File: config.mk
export PLATFORM = sky130hd
export DESIGN_NAME = pipe_hazard_ctrl_flat
export DESIGN_NICKNAME = d
export VERILOG_FILES = /design/src/rtl/pipe_hazard_ctrl_pkg.sv /design/src/rtl/pipe_hazard_ctrl_if.sv /design/src/rtl/pipe_hazard_ctrl_md_busy_timer.sv /design/src/rtl/pipe_hazard_ctrl.sv /design/src/flat_wrapper.sv
export SDC_FILE = /design/constraint.sdc
export NUM_CORES = 1
export LEC_CHECK = 0
export BUFFER_PORTS_ARGS = -buffer_cell sky130_fd_sc_hd__buf_2
export CORE_UTILIZATION = 48
export CTS_BUF_LIST = sky130_fd_sc_hd__clkbuf_4 sky130_fd_sc_hd__clkbuf_8
export CTS_CLUSTER_SIZE = 20
export DETAILED_ROUTE_END_ITERATION = 16
export PLACE_DENSITY = 0.79
export SYNTH_ARGS = -nofsm -noshare
export SYNTH_HDL_FRONTEND = slang
export SYNTH_SLANG_ARGS = --single-unit
File: constraint.sdc
create_clock -name clk -period 3.6 [get_ports clk]
set_input_delay 0.9 -clock clk [delete_from_list [all_inputs] [get_ports clk]]
set_output_delay 0.9 -clock clk [all_outputs]
set_load 0.05 [all_outputs]
File: src/rtl/pipe_hazard_ctrl_pkg.sv
// Shared encodings for the pipeline hazard controller: Tuse/Tnew timing
// per instruction class and the default mult/div latencies.
package pipe_hazard_ctrl_pkg;

  typedef logic [4:0] reg_idx_t;
  typedef logic [1:0] tick_t;

  // Default mult/div unit latencies and the countdown width that holds them.
  localparam int MULT_CYCLES_DEF = 5;
  localparam int DIV_CYCLES_DEF  = 10;
  localparam int CNT_W_DEF       = 4;

  // Tuse: cycles until a D-stage source operand is consumed.
  localparam tick_t TUSE_BRANCH   = 2'd0;  // beq/bne/jr compare in D
  localparam tick_t TUSE_ALU      = 2'd1;  // ALU operands consumed in E
  localparam tick_t TUSE_STORE_RT = 2'd2;  // store data consumed in M
  localparam tick_t TUSE_NONE     = 2'd3;  // operand unused; never stalls

  // Tnew: cycles until a producer's result can be forwarded.
  localparam tick_t TNEW_NONE   = 2'd0;
  localparam tick_t TNEW_ALU_E  = 2'd1;
  localparam tick_t TNEW_LOAD_E = 2'd2;
  localparam tick_t TNEW_LOAD_M = 2'd1;

endpackage

File: src/rtl/pipe_hazard_ctrl_if.sv
// Hazard bus between the pipeline datapath (master) and the stall/flush
// sequencer (slave).
interface pipe_hazard_ctrl_if;
  import pipe_hazard_ctrl_pkg::*;

  reg_idx_t    rs_D;
  reg_idx_t    rt_D;
  tick_t       tuse_rs_D;
  tick_t       tuse_rt_D;
  logic        md_use_D;
  reg_idx_t    a3_E;
  tick_t       tnew_E;
  reg_idx_t    a3_M;
  tick_t       tnew_M;
  logic        md_start_E;
  logic        md_div_E;
  logic        en_pc;
  logic        en_D;
  logic        clr_E;
  logic        md_busy;
  logic        md_done;
  logic [31:0] stall_cnt;

  modport master (
    output rs_D, rt_D, tuse_rs_D, tuse_rt_D, md_use_D,
    output a3_E, tnew_E, a3_M, tnew_M, md_start_E, md_div_E,
    input  en_pc, en_D, clr_E, md_busy, md_done, stall_cnt
  );

  modport slave (
    input  rs_D, rt_D, tuse_rs_D, tuse_rt_D, md_use_D,
    input  a3_E, tnew_E, a3_M, tnew_M, md_start_E, md_div_E,
    output en_pc, en_D, clr_E, md_busy, md_done, stall_cnt
  );

endinterface

File: src/rtl/pipe_hazard_ctrl_md_busy_timer.sv
// Busy countdown for the multi-cycle mult/div unit. A start while idle loads
// the op latency; busy holds for exactly that many cycles after the start edge.
module pipe_hazard_ctrl_md_busy_timer
  import pipe_hazard_ctrl_pkg::*;
#(
  parameter int MULT_CYCLES = MULT_CYCLES_DEF,
  parameter int DIV_CYCLES  = DIV_CYCLES_DEF,
  parameter int CNT_W       = CNT_W_DEF
) (
  input  logic clk,
  input  logic reset,
  input  logic start,
  input  logic is_div,
  output logic busy,
  output logic done
);

  logic [CNT_W-1:0] count_q;
  logic [CNT_W-1:0] count_d;

  // Next count: load on an idle start (a start while busy is ignored), else count down to zero.
  always_comb begin
    // NOTE: default assignment first so every path drives count_d and no latch is inferred.
    count_d = count_q;
    if (start && (count_q == '0)) begin
      count_d = is_div ? CNT_W'(DIV_CYCLES) : CNT_W'(MULT_CYCLES);
    end else if (count_q != '0) begin
      count_d = count_q - 1'b1;
    end
  end

  // Countdown register; synchronous reset also aborts a countdown in flight.
  always_ff @(posedge clk) begin
    // NOTE: non-blocking assignment so every flop samples pre-edge values.
    if (reset) count_q <= '0;
    else       count_q <= count_d;
  end

  assign busy = (count_q != '0);
  assign done = (count_q == CNT_W'(1));

endmodule

File: src/rtl/pipe_hazard_ctrl.sv
// Central stall/flush sequencer for the 5-stage pipeline. Stalls hold PC and
// F/D and inject a bubble into D/E; E/M and M/W always advance.
module pipe_hazard_ctrl
  import pipe_hazard_ctrl_pkg::*;
#(
  parameter int MULT_CYCLES = MULT_CYCLES_DEF,
  parameter int DIV_CYCLES  = DIV_CYCLES_DEF,
  parameter int CNT_W       = CNT_W_DEF
) (
  input  logic               clk,
  input  logic               reset,
  pipe_hazard_ctrl_if.slave  hz
);

  logic        stall_rs;
  logic        stall_rt;
  logic        stall_md;
  logic        stall;
  logic        md_busy;
  logic [31:0] stall_cnt_q;
  logic [31:0] stall_cnt_d;

  pipe_hazard_ctrl_md_busy_timer #(
    .MULT_CYCLES (MULT_CYCLES),
    .DIV_CYCLES  (DIV_CYCLES),
    .CNT_W       (CNT_W)
  ) u_md_busy_timer (
    .clk    (clk),
    .reset  (reset),
    .start  (hz.md_start_E),
    .is_div (hz.md_div_E),
    .busy   (md_busy),
    .done   (hz.md_done)
  );

  // Operand hazards: a producer in E/M whose result is not ready before the
  // consumer needs it. Register $0 is never a real dependency.
  always_comb begin
    stall_rs = (hz.rs_D != '0) &&
               (((hz.rs_D == hz.a3_E) && (hz.tnew_E > hz.tuse_rs_D)) ||
                ((hz.rs_D == hz.a3_M) && (hz.tnew_M > hz.tuse_rs_D)));
    stall_rt = (hz.rt_D != '0) &&
               (((hz.rt_D == hz.a3_E) && (hz.tnew_E > hz.tuse_rt_D)) ||
                ((hz.rt_D == hz.a3_M) && (hz.tnew_M > hz.tuse_rt_D)));
    // The start cycle itself already blocks the next mult/div-class instr.
    stall_md = hz.md_use_D && (md_busy || hz.md_start_E);
    stall    = stall_rs || stall_rt || stall_md;
  end

  assign hz.en_pc   = ~stall;
  assign hz.en_D    = ~stall;
  assign hz.clr_E   = stall;
  assign hz.md_busy = md_busy;

  // Stall counter next value: one per stalled cycle, wrapping at 2^32.
  always_comb begin
    stall_cnt_d = stall ? stall_cnt_q + 32'd1 : stall_cnt_q;
  end

  // Stall performance counter register.
  always_ff @(posedge clk) begin
    if (reset) stall_cnt_q <= '0;
    else       stall_cnt_q <= stall_cnt_d;
  end

  assign hz.stall_cnt = stall_cnt_q;

endmodule

File: src/flat_wrapper.sv
// flat-port wrapper written by rule: the top's interface ports become plain ports
module pipe_hazard_ctrl_flat import pipe_hazard_ctrl_pkg::*;
#(
  parameter int MULT_CYCLES = MULT_CYCLES_DEF,
  parameter int DIV_CYCLES  = DIV_CYCLES_DEF,
  parameter int CNT_W       = CNT_W_DEF
)
  (clk, reset, hz_rs_D, hz_rt_D, hz_tuse_rs_D, hz_tuse_rt_D, hz_md_use_D, hz_a3_E, hz_tnew_E, hz_a3_M, hz_tnew_M, hz_md_start_E, hz_md_div_E, hz_en_pc, hz_en_D, hz_clr_E, hz_md_busy, hz_md_done, hz_stall_cnt);
  pipe_hazard_ctrl_if hz_i ();
  input  logic clk;
  input  logic reset;
  input wire logic [$bits(hz_i.rs_D)-1:0] hz_rs_D;
  input wire logic [$bits(hz_i.rt_D)-1:0] hz_rt_D;
  input wire logic [$bits(hz_i.tuse_rs_D)-1:0] hz_tuse_rs_D;
  input wire logic [$bits(hz_i.tuse_rt_D)-1:0] hz_tuse_rt_D;
  input wire logic [$bits(hz_i.md_use_D)-1:0] hz_md_use_D;
  input wire logic [$bits(hz_i.a3_E)-1:0] hz_a3_E;
  input wire logic [$bits(hz_i.tnew_E)-1:0] hz_tnew_E;
  input wire logic [$bits(hz_i.a3_M)-1:0] hz_a3_M;
  input wire logic [$bits(hz_i.tnew_M)-1:0] hz_tnew_M;
  input wire logic [$bits(hz_i.md_start_E)-1:0] hz_md_start_E;
  input wire logic [$bits(hz_i.md_div_E)-1:0] hz_md_div_E;
  output wire logic [$bits(hz_i.en_pc)-1:0] hz_en_pc;
  output wire logic [$bits(hz_i.en_D)-1:0] hz_en_D;
  output wire logic [$bits(hz_i.clr_E)-1:0] hz_clr_E;
  output wire logic [$bits(hz_i.md_busy)-1:0] hz_md_busy;
  output wire logic [$bits(hz_i.md_done)-1:0] hz_md_done;
  output wire logic [$bits(hz_i.stall_cnt)-1:0] hz_stall_cnt;
  assign hz_i.rs_D = hz_rs_D;
  assign hz_i.rt_D = hz_rt_D;
  assign hz_i.tuse_rs_D = hz_tuse_rs_D;
  assign hz_i.tuse_rt_D = hz_tuse_rt_D;
  assign hz_i.md_use_D = hz_md_use_D;
  assign hz_i.a3_E = hz_a3_E;
  assign hz_i.tnew_E = hz_tnew_E;
  assign hz_i.a3_M = hz_a3_M;
  assign hz_i.tnew_M = hz_tnew_M;
  assign hz_i.md_start_E = hz_md_start_E;
  assign hz_i.md_div_E = hz_md_div_E;
  assign hz_en_pc = hz_i.en_pc;
  assign hz_en_D = hz_i.en_D;
  assign hz_clr_E = hz_i.clr_E;
  assign hz_md_busy = hz_i.md_busy;
  assign hz_md_done = hz_i.md_done;
  assign hz_stall_cnt = hz_i.stall_cnt;
  pipe_hazard_ctrl #(.MULT_CYCLES(MULT_CYCLES), .DIV_CYCLES(DIV_CYCLES), .CNT_W(CNT_W)) u_core (.clk(clk), .reset(reset), .hz(hz_i));
endmodule
---- After elaboration in Yosys (flattened, before gate mapping) ----
Index checks and enable logic that the tools add are counted.
storage, ports and cells
  input bits .............................. 33
  output and inout port bits .............. 37
  word-level logic and storage cells ...... 35
  flip-flop bits (word level) ............. 36
operators by class
  $lt $le $gt $ge ......................... 4
  reductions and logical operators ........ 18
  add/subtract/negate cells ............... 2
  mux-type cells .......................... 3
  bitwise gates (word level) .............. 1
  equal/unequal tests ..................... 5
operator list
  operator                                                                number
  32-bit by 1-bit adder with 32-bit output (second input constant)        1
  5-bit equality test                                                     4
  4-bit 2-to-1 mux                                                        3
  5-bit nonzero test                                                      2
  2-bit > comparator                                                      4
  1-bit logical AND                                                       8
  1-bit logical OR                                                        5
  4-bit by 1-bit equality test with 1-bit output (second input constant)  1
  4-bit logical NOT                                                       1
  4-bit nonzero test                                                      1
  4-bit by 1-bit subtractor with 4-bit output (second input constant)     1
  2-bit nonzero test                                                      1
  1-bit NOT                                                               1

---- Logic depth before layout (Yosys ltp) ----
Gate-level depths: netlist of run 1.
  depth after elaboration ................. 7
  depth in mapped cells ................... 11
  gate-level depth less buffers ........... 10

---- Hierarchy ----
From an unflattened synthesis of run 1, not the netlist that was laid out.
second synthesis, totals
  cells, all modules ...................... 272
  area, all modules ....................... 2,333.5 um^2
modules (own cells, without submodules)
  module                          area each (um^2)  cells an instance  instances  seq. area each (um^2)
  pipe_hazard_ctrl                2,075.7           245                1          640.6
  pipe_hazard_ctrl_md_busy_timer  257.7             27                 1          80.1

---- Worst setup path after synthesis of run 1 ----
No wires, ideal clock.
  kind .................................... in2out
  start point ............................. input port hz_tuse_rt_D[1]
  end point ............................... output port hz_en_pc
  arrival time ............................ 2,910 ps
  setup slack ............................. -210 ps
  data required time ...................... 2,700 ps
  stages on the path ...................... 10
  path buffers ............................ 3
  cell sequence ........................... inv_1 > ha_1 > nor2b_1 > o21ai_0 > a2111oi_2 > o22ai_1 > and3_4 > buf_2 > buf_2 > buf_4
between the ends
  word-level cells in the longest chain between the ends .. 7
  elaborated cells between the ends (all ways) .. 9
  classes of those cells .................. order compare (2); bitwise (1); reduce/logical (6)
ends and longest elaborated chain
  what                                          line                                            RTL
  start, declared                               flat_wrapper.sv:15                              input wire logic [$bits(hz_i.tuse_rt_D)-1:0] hz_tuse_rt_D;
  2-bit > comparator, on equally long branches  pipe_hazard_ctrl.sv:43, pipe_hazard_ctrl.sv:44
  1-bit logical AND, on equally long branches   pipe_hazard_ctrl.sv:43, pipe_hazard_ctrl.sv:44
  1-bit logical OR (*)                          pipe_hazard_ctrl.sv:43                          (((hz.rt_D == hz.a3_E) && (hz.tnew_E > hz.tuse_rt_D)) ||
  1-bit logical AND (*)                         pipe_hazard_ctrl.sv:42                          stall_rt = (hz.rt_D != '0) &&
  1-bit logical OR (*) (2 in a row)             pipe_hazard_ctrl.sv:47                          stall = stall_rs || stall_rt || stall_md;
  1-bit NOT (*)                                 --
  end, declared                                 flat_wrapper.sv:23                              output wire logic [$bits(hz_i.en_pc)-1:0] hz_en_pc;
Every way passes the cells marked *; elsewhere a longest branch is shown, timed or not.

---- Worst setup path in the final report of run 1 ----
  start point ............................. input port hz_tnew_M[1]
  end point ............................... output port hz_clr_E
between the ends
  word-level cells in the longest chain between the ends .. 6
  elaborated cells between the ends (all ways) .. 10
  classes of those cells .................. order compare (2); reduce/logical (8)
ends and longest elaborated chain
  what                                          line                                            RTL
  start, declared                               flat_wrapper.sv:20                              input wire logic [$bits(hz_i.tnew_M)-1:0] hz_tnew_M;
  2-bit > comparator, on equally long branches  pipe_hazard_ctrl.sv:41, pipe_hazard_ctrl.sv:44
  1-bit logical AND, on equally long branches   pipe_hazard_ctrl.sv:41, pipe_hazard_ctrl.sv:44
  1-bit logical OR, on equally long branches    pipe_hazard_ctrl.sv:40, pipe_hazard_ctrl.sv:43
  1-bit logical AND, on equally long branches   pipe_hazard_ctrl.sv:39, pipe_hazard_ctrl.sv:42
  1-bit logical OR (*) (2 in a row)             pipe_hazard_ctrl.sv:47
  end, declared                                 flat_wrapper.sv:25                              output wire logic [$bits(hz_i.clr_E)-1:0] hz_clr_E;
Marked as above.

==> results of run 1 <==
state kept, by name, summed over array words and instances, names as in the netlist:
name and count:
u_core.hz.stall_cnt 32, u_core.u_md_busy_timer.count_q 4
critical path, cell delays in order:
cell and delay (ns):
sky130_fd_sc_hd__buf_2 0.11, sky130_fd_sc_hd__ha_1 0.31, sky130_fd_sc_hd__nand2_1 0.10, sky130_fd_sc_hd__nand4_1 0.09, sky130_fd_sc_hd__nor4_1 0.36, sky130_fd_sc_hd__o22ai_2 0.14, sky130_fd_sc_hd__and3_4 0.19, sky130_fd_sc_hd__inv_1 0.11
sky130_fd_sc_hd__buf_2 0.28
metal layers:
layer	vias up	part of all wire, %	routed length (um)
met4	0	1.8	94
met5	-	0	0
li1	1131	-	-
met1	998	47	2450
met2	50	47	2410
met3	10	4.2	215
worst max-delay path by stage:
stage / start / end / cells past startpoint
CTS: hz_tnew_M[1] / hz_clr_E / 9
global placement: hz_tnew_M[1] / hz_clr_E / 9
global route: hz_tuse_rt_D[1] / hz_clr_E / 10
finish: hz_tnew_M[1] / hz_clr_E / 9
floorplan: hz_tuse_rt_D[1] / hz_en_pc / 10
detailed placement: hz_tnew_M[1] / hz_clr_E / 9
kinds of logic after synthesis:
kind of cell	Yosys count	share of synthesized area (%)
and+or+nand+nor	98	24.6
AOI/OAI and AO/OA	69	18.9
DFF	36	32.8
xor gates and xnor gates	26	10.4
buffers and inverters	26	5.12
adders and majority gates	12	6.83
muxes	3	1.48
power by group through the flow:
stage                     Combinational, mW  Clock, mW  Sequential, mW
after floorplan                       0.258          0           0.474
after global placement                0.352          0           0.457
after detailed placement              0.360          0           0.457
after CTS                             0.359      0.307           0.448
after global routing                  0.398      0.324           0.452
final                                 0.359      0.300           0.449
layout make-up:
cell class,instances,area share (%)
clock buffers,6,3.07
clock inverters,2,0.373
inverters,16,2.24
multi-input cells,208,51.1
flip-flops and latches,36,26.8
well taps,52,2.42
repair buffers,73,14.0
cell usage in the layout (no fill, tap or decap), drive strengths merged:
cell type  instances
xor2               7
mux2i              1
clkinv             2
a311oi             1
nand3b             2
o311a              1
a211oi             4
or4               12
nand3             12
ha                12
a31oi              3
a2111oi            1
o21ai             16
nand2             17
xnor2             19
and3              10
o31ai             10
nor2              16
inv               16
nand4b             1
dfxtp             36
nor2b              3
o22ai              2
buf               73
or3               11
and2               1
mux2               2
clkbuf             6
nor3b              1
a21oi             29
a311o              1
nor4               3
nand4              6
or2                2
nor3               1
a41o               1
==> qor_table.md, run 1 <==
| Metric | This run |
|---|---|
| Status | finished clean |
| Leak pwr | 1.12 nW |
| Detailed-route wire length per cell | 13.2 um |
| Final Routed Wirelength | 5170 um |
| Slew Limit Fails | 0 |
| Hold buffer count at cts | 0 |
| Flip-flop cell with the highest count after synthesis | sky130_fd_sc_hd__dfxtp_1 |
| Switching Share | 37.1% |
| Number of sinks handled by clock tree synthesis | 36 |
| Fraction of power consumed by the clock network | 27.1% |
| Fill cell count | 405 |
| Met2 demand-to-capacity share in global routing | 35.7% |
| Combinational fraction of design power | 32.4% |
| Total power consumption of the routed design | 1.11 mW |
| Post-route non-filler standard cell count | 393 |
| Remaining Overflow, GRT | 0 |
| Worst clock skew | 0.00864 ns |
| Core Util, Final | 61.3% |
| Layout overhead on the synthesized area | 22.1% |
| Antenna violations before repair | 0 |
| Number of inserted diodes | 0 |
| Power Dens Cells | 412 mW/mm2 |
| Launching element type of the critical path | primary input |
| Largest vdd supply drop | 316 uV |
| Initial cell density of the core | 50.2% |
| Clock transition at the registers of the reported paths | 0.08 ns |
| HPWL after detailed placement | 3860 um |
| Async set-or-reset flop fraction in the synthesized netlist | 0% |
| Part of the cycle the worst path needs | 97.0% |
| Required time of the critical path | 2.70 ns |
| Least setup slack across all paths after layout | 0.107 ns |
| Yosys warnings | 0 |
| Placeable core area | 0.00438 mm2 |
| Number of enable-type register cells in the synthesized netlist | 0 |
| H-tree levels | 2 |
| First-pass GRT wire length | 8890 um |
| Worst hold slack | 0.483 ns |
| Multi-input logic area | 0.00137 mm2 |
| Worst hold path type | flop to flop |
| Routing layer with the top usage in global route | met2 |
| Number of core rows | 24 |
| FMAX | 0.286 GHz |
| Flops & latches, synth | 36 |
| Cell types with the largest area share after synthesis | sky130_fd_sc_hd__dfxtp_1 (33%), sky130_fd_sc_hd__xnor2_1 (7.6%), sky130_fd_sc_hd__ha_1 (6.8%) |
| Internal Dissipation | 0.697 mW |
| Post-Synthesis Net Count | 315 |
| Critical Path Fanout Max | 6 |
| Unrepaired setup endpoints after global routing | false |
| Clock root buffer | sky130_fd_sc_hd__clkbuf_8 |
| Area of all placed cells without fillers | 0.00269 mm2 |
| Part of the Yosys area used for sequential elements | 32.8% |
| Via density per instance | 5.57 |
| Die height | 69.7 um |
| Area taken by flip-flops and latches | 721 um2 |
| DRC violations left | 0 |
| Portion of total power attributed to sequential cells | 40.5% |
| Depth of the worst hold-timing path | 2 |
| Die Width | 69.7 um |
| Distinct cells, synth | 41 |
| Pre-antenna DRT Iters | 4 |
| Area share of the largest cell type after synthesis | 32.8% |
| Largest net degree at the start of global routing | 40 |
| Worst Setup End Kind | primary output |
| Count of nets left with antenna violations after detail routing | 0 |
| Number of placed instances, taps included | 385 |
| Post-layout min period | 3.49 ns |
| Most frequently used cell type in the post-synthesis netlist | sky130_fd_sc_hd__dfxtp_1 |
| Cell accounting for the most synthesized area | sky130_fd_sc_hd__dfxtp_1 |
| Critical setup path kind | primary input to primary output |
| Total clock buffers created by CTS | 5 |
| Max-cap viol count | 0 |
| Placed inst area | 0.00259 mm2 |
| Global routing usage on met1 | 29.9% |
| DR iter-0 viols | 165 |
| Total via count after detailed routing | 2189 |
| Final-report hold violation count | 0 |
| Number of port buffers | 69 |
| Source-to-sink clock delay at the later pin of the worst-skew pair | 0.29 ns |
| Sink of the worst hold path | u_core.hz.stall_cnt[31]$_SDFFE_PP0P_ |
| Flop-to-flop setup slack | 1.26 ns |
| Synthesized instance count | 270 |
| Syn avg cell area | 8.15 um2 |
| Met3 track demand over resource | 4.22% |
| Total Nets Final | 385 |
| Worst min-delay path startpoint | u_core.hz.stall_cnt[31]$_SDFFE_PP0P_ |
| Combined area of all synthesized cells | 0.00220 mm2 |
| Number of setup violations in the final report | 0 |
| Die ar. | 0.00486 mm2 |
| R2R Path End | u_core.hz.stall_cnt[10]$_SDFFE_PP0P_ |
| Tightest slew margin relative to the limit | 52.8% |
| Setup TNS | 0 ns |
| Vias in the first global route | 1977 |
| Reg2Reg Depth | 9 |
| Origin of the critical flop-to-flop path | u_core.u_md_busy_timer.count_q[0]$_SDFFE_PP0P_ |
| Total of cells resized after clock tree synthesis | 0 |
| Post-placement worst setup slack | 0.126 ns |
| Power dissipated by switching net loads | 0.411 mW |
| GRT Resource Usage Total | 22.4% |
| Clk buf depth | 2 |
| RD Place Congestion | 0.915 |
| Top post-synthesis cells by count | sky130_fd_sc_hd__dfxtp_1 (36), sky130_fd_sc_hd__a21oi_1 (29), sky130_fd_sc_hd__xnor2_1 (19) |
| Arrival time of the worst setup path | 2.59 ns |
| I/O pins | 70 |
| CTS tree | yes |
| Worst-Margin Slew | 0.707 ns |
| Layout cell share with drive strength beyond 1 | 25.5% |
| Post-CTS Repair Setup Buffers | 0 |
Note: power is estimated with default switching activity, not from simulation.
==> run 2: changes to the inputs <==
- ABC_AREA: default -> 1
- CORE_UTILIZATION: 48 -> 52
- PLACE_DENSITY: 0.79 -> 0.8
==> qor_table.md, run 2 <==
| Metric | This run | Delta |
|---|---|---|
| Cell accounting for the most synthesized area | sky130_fd_sc_hd__dfxtp_1 | unchanged |
| Count of nets left with antenna violations after detail routing | 0 | unchanged |
| Clk buf depth | 2 | unchanged |
| Post-Synthesis Net Count | 604 | was 315 |
| Clock transition at the registers of the reported paths | 0.08 ns | about the same |
| Syn avg cell area | 5.78 um2 | was 8.15 um2 |
| Die ar. | 0.00654 mm2 | was 0.00486 mm2 |
| DRC violations left | 0 | unchanged |
| Total via count after detailed routing | 3460 | was 2189 |
| Most frequently used cell type in the post-synthesis netlist | sky130_fd_sc_hd__nand2_1 | was sky130_fd_sc_hd__dfxtp_1 |
| Detailed-route wire length per cell | 11.5 um | was 13.2 um |
| Tightest slew margin relative to the limit | 73.3% | was 52.8% |
| Unrepaired setup endpoints after global routing | false | unchanged |
| Arrival time of the worst setup path | 2.27 ns | was 2.59 ns |
| Hold buffer count at cts | 0 | unchanged |
| Via density per instance | 4.93 | was 5.57 |
| Pre-antenna DRT Iters | 4 | unchanged |
| H-tree levels | 2 | unchanged |
| Flip-flop cell with the highest count after synthesis | sky130_fd_sc_hd__dfxtp_1 | unchanged |
| RD Place Congestion | 0.973 | was 0.915 |
| Post-layout min period | 3.17 ns | was 3.49 ns |
| Commonest non-fill, non-tap cell in the layout | sky130_fd_sc_hd__nand2_1 | was sky130_fd_sc_hd__buf_2 |
| Distinct cells, synth | 29 | was 41 |
| Largest net degree at the start of global routing | 41 | was 40 |
| DR iter-0 viols | 157 | was 165 |
| Power Dens Cells | 556 mW/mm2 | was 412 mW/mm2 |
| I/O pins | 70 | unchanged |
| Number of sinks handled by clock tree synthesis | 36 | unchanged |
| Remaining Overflow, GRT | 0 | unchanged |
| Source-to-sink clock delay at the later pin of the worst-skew pair | 0.30 ns | was 0.29 ns |
| Cell types with the largest area share after synthesis | sky130_fd_sc_hd__dfxtp_1 (22%), sky130_fd_sc_hd__nand2_1 (20%), sky130_fd_sc_hd__inv_1 (11%) | was sky130_fd_sc_hd__dfxtp_1 (33%), sky130_fd_sc_hd__xnor2_1 (7.6%), sky130_fd_sc_hd__ha_1 (6.8%) |
| Layout cell share with drive strength beyond 1 | 19.6% | was 25.5% |
| Category of cells accounting for the largest share of critical-path delay | simple AND/OR/NAND/NOR gates | unchanged |
| Total clock buffers created by CTS | 5 | unchanged |
| Worst-Margin Slew | 0.400 ns | was 0.707 ns |
| Top post-synthesis cells by count | sky130_fd_sc_hd__nand2_1 (174), sky130_fd_sc_hd__inv_1 (99), sky130_fd_sc_hd__nor2_1 (78) | was sky130_fd_sc_hd__dfxtp_1 (36), sky130_fd_sc_hd__a21oi_1 (29), sky130_fd_sc_hd__xnor2_1 (19) |
| Worst hold slack | 0.554 ns | was 0.483 ns |
| Master of the slowest instance on the critical path | sky130_fd_sc_hd__ha_1 | was sky130_fd_sc_hd__nor4_1 |
| Placeable core area | 0.00596 mm2 | was 0.00438 mm2 |
| Layout overhead on the synthesized area | 16.1% | was 22.1% |
| Final-report hold violation count | 0 | unchanged |
| Post-CTS Repair Setup Buffers | 0 | unchanged |
| Number of port buffers | 69 | unchanged |
| Largest vdd supply drop | 407 uV | was 316 uV |
| GRT Resource Usage Total | 26.5% | was 22.4% |
| Synthesized instance count | 559 | was 270 |
| Number of setup violations in the final report | 0 | unchanged |
| First-pass GRT wire length | 13700 um | was 8890 um |
| HPWL after detailed placement | 6250 um | was 3860 um |
| Worst stage delay on the critical path | 0.30 ns | was 0.36 ns |
| Vias in the first global route | 3179 | was 1977 |
| Die Width | 80.9 um | was 69.7 um |
| Die height | 80.9 um | was 69.7 um |
| Cell Chain, Critical Path | buf_2 > ha_1 > nand2_1 > inv_1 > nor2_1 > nand2_1 > nor2_1 > nand2_1 > nand2_1 > nand2_2 > nand3_2 > clkinvlp_4 > buf_2 | was buf_2 > ha_1 > nand2_1 > nand4_1 > nor4_1 > o22ai_2 > and3_4 > inv_1 > buf_2 |
| Combined area of all synthesized cells | 0.00323 mm2 | was 0.00220 mm2 |
| Initial cell density of the core | 54.3% | was 50.2% |
| Max-cap viol count | 0 | unchanged |
| Clock root buffer | sky130_fd_sc_hd__clkbuf_8 | unchanged |
| Setup TNS | 0 ns | unchanged |
| Yosys warnings | 0 | unchanged |
| Required time of the critical path | 2.70 ns | about the same |
| Core Util, Final | 63.0% | was 61.3% |
| Final Routed Wirelength | 8100 um | was 5170 um |
| Total Nets Final | 671 | was 385 |
| Worst Setup End Kind | primary output | unchanged |
| Number of inserted diodes | 0 | unchanged |
| FMAX | 0.316 GHz | was 0.286 GHz |
| Async set-or-reset flop fraction in the synthesized netlist | 0% | unchanged |
| Critical Path Fanout Max | 3 | was 6 |
| Launching element type of the critical path | primary input | unchanged |
| Worst clock skew | 0.00938 ns | was 0.00864 ns |
| Total of cells resized after clock tree synthesis | 0 | unchanged |
| Flops & latches, synth | 36 | unchanged |
| Top cell by count, worst path | sky130_fd_sc_hd__nand2_1 | was sky130_fd_sc_hd__buf_2 |
| Status | finished clean | unchanged |
| Critical setup path kind | primary input to primary output | unchanged |
| Max FFs per register | 32 | unchanged |
| Slew Limit Fails | 0 | unchanged |
| Number of core rows | 28 | was 24 |
| Area share of the largest cell type after synthesis | 22.3% | was 32.8% |
| Number of enable-type register cells in the synthesized netlist | 0 | unchanged |
| Worst path buffer plus inverter count | 4 | was 3 |
| Antenna violations before repair | 0 | unchanged |
| Top library cells by usage in the layout, fill and taps aside | sky130_fd_sc_hd__nand2_1 (174), sky130_fd_sc_hd__inv_1 (98), sky130_fd_sc_hd__nor2_1 (78), sky130_fd_sc_hd__buf_2 (69), sky130_fd_sc_hd__dfxtp_1 (36) | was sky130_fd_sc_hd__buf_2 (69), sky130_fd_sc_hd__dfxtp_1 (36), sky130_fd_sc_hd__a21oi_1 (29), sky130_fd_sc_hd__xnor2_1 (19), sky130_fd_sc_hd__nand2_1 (17) |
| Part of the Yosys area used for sequential elements | 22.3% | was 32.8% |
| Worst hold path type | flop to flop | unchanged |
| CTS tree | yes | unchanged |
| Part of the cycle the worst path needs | 88.0% | was 97.0% |
| Leak pwr | 2.07 nW | was 1.12 nW |
-- run 2: kinds of logic (layout without fill, tap and decap cells) --
kind of cell               Yosys count  in the layout  share of synthesized area, %
DFF                                 36             36                          22.3
adders and majority gates           12             12                          4.64
AOI/OAI and AO/OA                   14             14                          2.21
and+or+nand+nor                    344            344                          48.5
buffers and inverters              127            195                          15.3
xor gates and xnor gates            26             26                          7.04
-- run 2: layer usage --
metal	track usage, %	up-vias	wire length [um]
met5	0	-	0
met4	9.11	0	195
met3	4.72	18	417
met2	47.9	102	3950
met1	31.1	1512	3540
li1	-	1828	-
-- run 2: worst register-to-register path, stage by stage (launching register included) --
cell and delay, ns:
sky130_fd_sc_hd__dfxtp_1 0.39, sky130_fd_sc_hd__inv_1 0.10, sky130_fd_sc_hd__ha_1 0.20, sky130_fd_sc_hd__nand3_1 0.12, sky130_fd_sc_hd__nor2_1 0.05, sky130_fd_sc_hd__inv_1 0.10, sky130_fd_sc_hd__nand2_1 0.10, sky130_fd_sc_hd__nand3_2 0.14
sky130_fd_sc_hd__buf_4 0.39, sky130_fd_sc_hd__nand2_1 0.12, sky130_fd_sc_hd__nand2_1 0.08, sky130_fd_sc_hd__nor2_1 0.04
-- run 2: layout make-up --
cell class | instances | area, um2
Clock buffer | 6 | 76.3
Clock inverter | 2 | 35.0
Fill cell | 602 | 2200
Inverter | 113 | 428
Multi-Input combinational cell | 396 | 2020
Sequential cell | 36 | 721
Tap cell | 75 | 93.8
Timing Repair Buffer | 74 | 383
-- run 2: worst paths after layout --
check / end / slack (ns) / depth (start not counted) / from
hold reg to reg: u_core.hz.stall_cnt[1]$_SDFFE_PP0P_ / 0.55 / 2 / u_core.hz.stall_cnt[1]$_SDFFE_PP0P_
hold / removal: u_core.hz.stall_cnt[1]$_SDFFE_PP0P_ / 0.55 / 2 / u_core.hz.stall_cnt[1]$_SDFFE_PP0P_
setup reg to reg: u_core.hz.stall_cnt[14]$_SDFFE_PP0P_ / 1.68 / 11 / u_core.u_md_busy_timer.count_q[0]$_SDFFE_PP0P_
setup / recovery: hz_en_D / 0.43 / 13 / hz_tnew_E[1]
-- run 2: power by group --
| group | switching [mW] | total [mW] | leakage (nW) | internal, mW |
|---|---|---|---|---|
| Combinational | 0.780 | 1.09 | 1.72 | 0.312 |
| Clock | 0.155 | 0.368 | 0.0586 | 0.213 |
| Sequential | 0.129 | 0.627 | 0.298 | 0.498 |
-- run 2: metrics by stage --
stage / cells / area (um2) / setup slack (ns) / power, mW
final: 702 / 3750 / 0.433 / 2.09
after global routing: 702 / 3750 / 0.256 / 2.25
after CTS: 702 / 3750 / 0.435 / 2.09
after detailed placement: 694 / 3640 / 0.443 / 1.73
after global placement: 694 / 3640 / 0.479 / 1.70
after floorplan: 559 / 3240 / 0.0599 / 1.49
==> run 3: changes to the inputs <==
- CORE_ASPECT_RATIO: default -> 2
- CORE_UTILIZATION: 52 -> 45
- PLACE_DENSITY: 0.8 -> 0.71
==> qor_table.md, run 3 (same netlist as run 2, synthesis figures left out) <==
| Metric | This run | Delta |
|---|---|---|
| DR iter-0 viols | 182 | was 157 |
| Top library cells by usage in the layout, fill and taps aside | sky130_fd_sc_hd__nand2_1 (174), sky130_fd_sc_hd__inv_1 (98), sky130_fd_sc_hd__nor2_1 (78), sky130_fd_sc_hd__buf_2 (69), sky130_fd_sc_hd__dfxtp_1 (36) | unchanged |
| Total clock buffers created by CTS | 5 | unchanged |
| Die ar. | 0.00755 mm2 | was 0.00654 mm2 |
| Total via count after detailed routing | 3550 | was 3460 |
| Slew Limit Fails | 0 | unchanged |
| Flop-to-flop setup slack | 1.60 ns | was 1.68 ns |
| Number of inserted diodes | 0 | unchanged |
| Detailed-route wire length per cell | 12.7 um | was 11.5 um |
| RD Place Congestion | 0.975 | was 0.973 |
| Critical Path Fanout Max | 6 | was 3 |
| CP Launch Point | hz_tnew_E[0] | was hz_tnew_E[1] |
| Area taken by flip-flops and latches | 721 um2 | unchanged |
| Clock transition at the registers of the reported paths | 0.08 ns | about the same |
| Worst hold path type | flop to flop | unchanged |
| GRT Resource Usage Total | 26.5% | about the same |
| Critical setup path kind | primary input to primary output | unchanged |
| Part of the cycle the worst path needs | 88.2% | was 88.0% |
| Worst Setup End Kind | primary output | unchanged |
| Hold buffer count at cts | 0 | unchanged |
| Launching element type of the critical path | primary input | unchanged |
| Worst-Margin Slew | 0.380 ns | was 0.400 ns |
| Reg2Reg Depth | 11 | unchanged |
| Arrival time of the worst setup path | 2.28 ns | was 2.27 ns |
| Worst min-delay path startpoint | u_core.hz.stall_cnt[1]$_SDFFE_PP0P_ | unchanged |
| Multi-input logic area | 0.00202 mm2 | unchanged |
| I/O pins | 70 | unchanged |
| First-pass GRT wire length | 14700 um | was 13700 um |
| R2R Path End | u_core.hz.stall_cnt[15]$_SDFFE_PP0P_ | was u_core.hz.stall_cnt[14]$_SDFFE_PP0P_ |
| Depth of the worst hold-timing path | 2 | unchanged |
| Power Dens Cells | 554 mW/mm2 | was 556 mW/mm2 |
| Total Nets Final | 671 | unchanged |
| Vias in the first global route | 3358 | was 3179 |
| Sink of the worst hold path | u_core.hz.stall_cnt[1]$_SDFFE_PP0P_ | unchanged |
| Pre-antenna DRT Iters | 4 | unchanged |
| FMAX | 0.315 GHz | was 0.316 GHz |
| Status | finished clean | unchanged |
| Die Width | 61.9 um | was 80.9 um |
| DRC violations left | 0 | unchanged |
| Final Routed Wirelength | 9100 um | was 8100 um |
| Leak pwr | 2.07 nW | unchanged |
| Required time of the critical path | 2.70 ns | about the same |
| Number of core rows | 43 | was 28 |
| Worst clock skew | 0.00889 ns | was 0.00938 ns |
| Antenna violations before repair | 0 | unchanged |
| Post-CTS Repair Setup Buffers | 0 | unchanged |
| Unrepaired setup endpoints after global routing | false | unchanged |
| Max FFs per register | 32 | unchanged |
| Number of setup violations in the final report | 0 | unchanged |
| Post-layout min period | 3.18 ns | was 3.17 ns |
| Commonest non-fill, non-tap cell in the layout | sky130_fd_sc_hd__nand2_1 | unchanged |
| Tightest slew margin relative to the limit | 74.6% | was 73.3% |
| Placeable core area | 0.00694 mm2 | was 0.00596 mm2 |
| Largest net degree at the start of global routing | 38 | was 41 |
| H-tree levels | 2 | unchanged |
| Clk buf depth | 2 | unchanged |
| Origin of the critical flop-to-flop path | u_core.u_md_busy_timer.count_q[0]$_SDFFE_PP0P_ | unchanged |
| Max-cap viol count | 0 | unchanged |
| Source-to-sink clock delay at the later pin of the worst-skew pair | 0.30 ns | about the same |
| HPWL after detailed placement | 7210 um | was 6250 um |
| Via density per instance | 4.95 | was 4.93 |
| Fill cell count | 751 | was 602 |
| Worst hold slack | 0.559 ns | was 0.554 ns |
| Initial cell density of the core | 46.6% | was 54.3% |
| Final-report hold violation count | 0 | unchanged |
| Number of port buffers | 69 | unchanged |
| Layout cell share with drive strength beyond 1 | 19.6% | unchanged |
| Remaining Overflow, GRT | 0 | unchanged |
| Total of cells resized after clock tree synthesis | 0 | unchanged |
| Count of nets left with antenna violations after detail routing | 0 | unchanged |
| Number of sinks handled by clock tree synthesis | 36 | unchanged |
| Layout overhead on the synthesized area | 16.7% | was 16.1% |
| Setup TNS | 0 ns | unchanged |
| Clock root buffer | sky130_fd_sc_hd__clkbuf_8 | unchanged |
| Die height | 122 um | was 80.9 um |
| Largest vdd supply drop | 223 uV | was 407 uV |
| CTS tree | yes | unchanged |
-- run 3: per-stage QoR --
| stage | setup slack [ns] | cells | area [um2] | utilization [%] | power [mW] |
|---|---|---|---|---|---|
| global placement | 0.442 | 709 | 3660 | 52.8 | 1.71 |
| detailed placement | 0.406 | 709 | 3660 | 52.8 | 1.74 |
| CTS | 0.404 | 717 | 3770 | 54.4 | 2.11 |
| floorplan | 0.0599 | 559 | 3240 | - | 1.49 |
| global route | 0.273 | 717 | 3770 | 54.4 | 2.25 |
| finish | 0.423 | 717 | 3770 | 54.4 | 2.09 |
-- run 3: cell type report --
cell class	count	share of cell area, %
clock inverter	2	0.928
multi-input combinational	396	53.5
sequential	36	19.1
tap	90	2.98
inverter	113	11.3
clock buffer	6	2.02
timing repair buffer	74	10.1
-- run 3: worst max-delay path by stage --
stage | endpoint | slack (ns) | cells past startpoint
floorplan | hz_en_pc | 0.06 | 14
global placement | hz_en_pc | 0.44 | 13
detailed placement | hz_en_D | 0.41 | 12
CTS | hz_en_D | 0.40 | 12
global route | hz_en_D | 0.27 | 12
finish | hz_en_D | 0.42 | 12
-- run 3: critical path, stage by stage --
cell and delay [ns]:
sky130_fd_sc_hd__buf_2 0.07, sky130_fd_sc_hd__inv_1 0.05, sky130_fd_sc_hd__ha_1 0.31, sky130_fd_sc_hd__nand2_1 0.08
sky130_fd_sc_hd__o21ai_0 0.09, sky130_fd_sc_hd__nor2_1 0.11, sky130_fd_sc_hd__nand3_1 0.08, sky130_fd_sc_hd__nand2_1 0.07
sky130_fd_sc_hd__nand2_2 0.06, sky130_fd_sc_hd__nand3_2 0.15, sky130_fd_sc_hd__clkinvlp_4 0.10, sky130_fd_sc_hd__buf_2 0.21
-- run 3: routing by layer --
layer  up-vias  global-route usage [%]  share of wire, %
met5         -                       0                 0
met4         0                    19.0               6.1
met3        30                    4.88               3.4
met2        93                    49.9                58
met1      1605                    22.9                33
li1       1822                       -                 -
-- run 3: where the power goes --
| group | internal, mW | leakage (nW) | switching [mW] |
|---|---|---|---|
| sequential | 0.498 | 0.298 | 0.131 |
| combinational | 0.313 | 1.72 | 0.781 |
| clock | 0.213 | 0.0586 | 0.156 |
